$ cat config.mk
export PLATFORM = sky130hd
export DESIGN_NAME = scan_encoder_32x5
export DESIGN_NICKNAME = d
export VERILOG_FILES = /design/src/rtl/scan_encoder_32x5.sv
export SDC_FILE = /design/constraint.sdc
export NUM_CORES = 1
export LEC_CHECK = 0
export BUFFER_PORTS_ARGS = -buffer_cell sky130_fd_sc_hd__buf_2
export CAP_MARGIN = 40
export CORE_ASPECT_RATIO = 0.9
export CORE_MARGIN = 4
export CORE_UTILIZATION = 35
export DETAILED_ROUTE_END_ITERATION = 10
export GPL_TIMING_DRIVEN = 0
export PLACE_DENSITY = 0.6
export SLEW_MARGIN = 5
export SYNTH_ARGS = -nofsm -noshare
export SYNTH_HDL_FRONTEND = slang
export SYNTH_SLANG_ARGS = --single-unit
$ cat constraint.sdc
create_clock -name clk_i -period 8.7 [get_ports clk_i]
set_input_delay 1.74 -clock clk_i [delete_from_list [all_inputs] [get_ports clk_i]]
set_output_delay 1.74 -clock clk_i [all_outputs]
set_load 0.01 [all_outputs]
$ cat src/rtl/scan_encoder_32x5.sv
// Serialises a 32-bit request vector into ascending 5-bit indices, one per
// valid/ready handshake, and pulses done_o once the vector is exhausted.
module scan_encoder_32x5 (
  input  logic        clk_i,
  input  logic        reset_i,
  input  logic        load_i,
  input  logic [31:0] d_i,
  input  logic        ready_i,
  output logic        valid_o,
  output logic [4:0]  idx_o,
  output logic        last_o,
  output logic        busy_o,
  output logic        done_o,
  output logic [5:0]  count_o
);

  // state  | meaning
  // IDLE   | waiting for load_i; count_o holds the previous result
  // RUN    | presenting lowest pending index until the final handshake
  // FINISH | single done_o cycle, then back to IDLE
  typedef enum logic [1:0] {
    IDLE   = 2'd0,
    RUN    = 2'd1,
    FINISH = 2'd2
  } state_t;

  state_t      state_q, state_d;
  logic [31:0] p_q, p_d;
  logic [5:0]  count_q, count_d;
  logic        valid_q, valid_d;
  logic [4:0]  idx_q, idx_d;
  logic        last_q, last_d;
  logic        busy_q, busy_d;
  logic        done_q, done_d;

  logic [31:0] p_next;
  logic        handshake;

  function automatic logic [4:0] lsb_index(input logic [31:0] v);
    logic [4:0] r;
    r = 5'd0;
    for (int i = 31; i >= 0; i--) begin
      if (v[i]) r = 5'(i);
    end
    return r;
  endfunction

  function automatic logic single_bit(input logic [31:0] v);
    return (v != 32'd0) && ((v & (v - 32'd1)) == 32'd0);
  endfunction

  assign handshake = valid_q && ready_i;
  // Clearing the lowest set bit is the same as clearing bit idx_q in RUN.
  assign p_next    = p_q & (p_q - 32'd1);

  always_comb begin
    state_d = state_q;
    p_d     = p_q;
    count_d = count_q;
    valid_d = valid_q;
    idx_d   = idx_q;
    last_d  = last_q;
    busy_d  = busy_q;
    done_d  = 1'b0;

    unique case (state_q)
      IDLE: begin
        if (load_i) begin
          p_d     = d_i;
          count_d = 6'd0;
          busy_d  = 1'b1;
          if (d_i != 32'd0) begin
            state_d = RUN;
            valid_d = 1'b1;
            idx_d   = lsb_index(d_i);
            last_d  = single_bit(d_i);
          end else begin
            state_d = FINISH;
            valid_d = 1'b0;
            idx_d   = 5'd0;
            last_d  = 1'b0;
            done_d  = 1'b1;
          end
        end
      end

      RUN: begin
        if (handshake) begin
          p_d     = p_next;
          count_d = count_q + 6'd1;
          if (last_q) begin
            state_d = FINISH;
            valid_d = 1'b0;
            idx_d   = 5'd0;
            last_d  = 1'b0;
            done_d  = 1'b1;
          end else begin
            idx_d   = lsb_index(p_next);
            last_d  = single_bit(p_next);
          end
        end
      end

      FINISH: begin
        state_d = IDLE;
        busy_d  = 1'b0;
      end

      default: begin
        state_d = IDLE;
        p_d     = 32'd0;
        valid_d = 1'b0;
        idx_d   = 5'd0;
        last_d  = 1'b0;
        busy_d  = 1'b0;
      end
    endcase
  end

  always_ff @(posedge clk_i) begin
    if (reset_i) begin
      state_q <= IDLE;
      p_q     <= 32'd0;
      count_q <= 6'd0;
      valid_q <= 1'b0;
      idx_q   <= 5'd0;
      last_q  <= 1'b0;
      busy_q  <= 1'b0;
      done_q  <= 1'b0;
    end else begin
      state_q <= state_d;
      p_q     <= p_d;
      count_q <= count_d;
      valid_q <= valid_d;
      idx_q   <= idx_d;
      last_q  <= last_d;
      busy_q  <= busy_d;
      done_q  <= done_d;
    end
  end

  assign valid_o = valid_q;
  assign idx_o   = idx_q;
  assign last_o  = last_q;
  assign busy_o  = busy_q;
  assign done_o  = done_q;
  assign count_o = count_q;

endmodule

==> metrics.cfg <==
[outcome]
status = finished, final reports clean

[synthesis]
synth_edf_count = 0
synthesis.nets = 705
ys_seq_area_frac = 0.219
ys_types = 68
synthCells = 668
avgSynthCellArea_um2 = 6.70
synth-seq-cells = 49
synthArstFlopShare = 0
ys_warn_count = 0
synth_area_mm2 = 0.00448
synth_ff_type = dfxtp_1

[grt]
antenna_found_initial = 0
grt_max_degree = 17
track_usage = 0.227
grt_first_pass_wirelength_um = 26600
grt_pass1_vias = 4853
overflow = 0

[route]
drtIter0Drc = 628
drtAntennaViolNets = 0
wire_per_inst_um = 19.3
vias = 5449
drt_wl_total_um = 17000
detail_route.first_pass.iterations = 5
via_per_inst = 6.18
route.detailed.drc = 0

[sta]
rsz0062_at_grt = false
worst_pin_slew_ns = 0.865
setup_viol = 0
finalCritPeriodShare = 0.532
finalCriticalPeriod_ns = 4.63
maxSlewViolCount = 0
fmax_mhz = 216
setup_ws_ns = 4.07
fin_setup_tns_ns = 0
finalClockSkew_ns = 0.0117
slew_headroom = 0.418
hold_viol_final = 0

[floorplanning]
pin_count = 51
rows = 38
fp.coreArea_mm2 = 0.0123
die_area_mm2 = 0.0147
die-width_um = 127
initial_core_util = 0.365
die_h_um = 115

[critical_path]
crit_type = in2reg
crit_arrival_ns = 4.77
crit_fanout = 9
startpoint_type = input port
required_ns = 8.84
r2r_cells = 11
end_kind = flip-flop

[final_layout]
fill_cells = 1321
register_area_um2 = 981
fin_cells = 882
antenna_cells = 0
layout_commonest_cell = nor2_1
drive_gt1_frac = 0.0997
areaGrowthSynthToFinish_pct = 12.9
final_cell_mix = 96 x nor2_1, 63 x a21oi_1, 61 x clkbuf_1
multiInputGateArea_mm2 = 0.00316
nets = 758

[job]
maxCapViolCount = 0

[placed_design]
portBuffers = 45
dp_hpwl_um = 13200
place_inst = 874
pre_cts_ws_ns = 3.83
gp_congestion = 0.966

[clock_tree]
htree_levels = 2
clk_path_buf_depth = 2
clk_latency_ns = 0.31
cts_buffers = 5
cts_resized = 0
cts.sinks = 49
clk_pin_slew_ns = 0.07
cts-root-buf = clkbuf_16
postCtsSetupBuffers = 0
cts_tree = yes
hold_buffers = 0

[pwr]
p_leak_nw = 1.79
p_per_area_mw_per_mm2 = 154
ir_worst_vdd_uv = 73.1

[hold_path]
min_path_cells = 2
hp-class = reg2reg

==> routing by layer <==
layer | global-route usage | wire length (µm) | vias to the layer above
met5 | 0 | 0 | -
met4 | 0.0665 | 419 | 0
met3 | 0.0288 | 1810 | 34
met2 | 0.331 | 7020 | 312
met1 | 0.348 | 7780 | 2496
li1 | - | - | 2607
==> cells in the mapped netlist (14+ instances only) <==
cell type	number	area share
a21oi_1	63	0.070
a22oi_1	17	0.029
clkbuf_1	61	0.051
dfxtp_1	49	0.22
inv_1	19	0.016
maj3_1	14	0.031
nand2_1	38	0.032
nand3_1	26	0.029
nor2_1	96	0.080
nor3_1	25	0.028
nor4_1	18	0.025
o21ai_0	45	0.050
==> final timing paths <==
kind,slack (ns),to,from
max,4.07,idx_o[2]$_SDFFE_PP0P_,d_i[2]
min,0.50,count_o[5]$_SDFFE_PP0P_,count_o[5]$_SDFFE_PP0P_
max reg2reg,4.23,last_o$_SDFFE_PP0P_,p_q[0]$_SDFFE_PP0P_
min reg2reg,0.50,count_o[5]$_SDFFE_PP0P_,count_o[5]$_SDFFE_PP0P_
==> area by class of cell <==
class	count	share of cell area
buffer	67	0.0517
clock buffer	5	0.0248
clock inverter	3	0.00421
inverter	19	0.0141
multi-input combinational	533	0.626
sequential	49	0.194
tap	160	0.0396
timing repair buffer	46	0.0456
==> state kept, by name, indices dropped and copies added (netlist names) <==
register and count:
p_q 32, valid_o 1, count_o 6, done_o 1, state_q 2, idx_o 5
busy_o 1, last_o 1
==> through the flow <==
step                 util  total power, mW  cell area, µm²  hold slack (ns)
finish              0.412            0.776            5050            0.496
global route        0.412            0.815            5050            0.546
CTS                 0.412            0.769            5050            0.501
detailed placement  0.400            0.564            4910            0.487
global placement    0.400            0.562            4900            0.479
floorplan               -            0.470            4480            0.465
==> report_power, final <==
group          switching (mW)  leakage, nW  internal, mW  total [mW]
registers              0.0118        0.401         0.238       0.250
clock network          0.0986       0.0702         0.108       0.206
logic                   0.210         1.31         0.110       0.320
==> critical path, cell delays in order <==
cell and delay [ns]:
clkbuf_1 0.16, or4_1 0.57, nor4_1 0.79, and3_1 0.27
clkbuf_1 0.25, a21boi_1 0.20, o21a_1 0.19, a32oi_1 0.33
o21a_1 0.17, a221oi_1 0.10
==> cells by family (layout without fill, tap and decap cells) <==
logic type,count (synthesis),count (layout),synth area share
and+or+nand+nor,269,269,0.298
AOI/OAI and AO/OA,235,235,0.344
buffers and inverters,86,140,0.0743
DFF,49,49,0.219
adders and majority gates,16,16,0.0366
muxes,8,8,0.0184
xor gates and xnor gates,5,5,0.00978
Note: power is estimated with default switching activity, not from simulation.
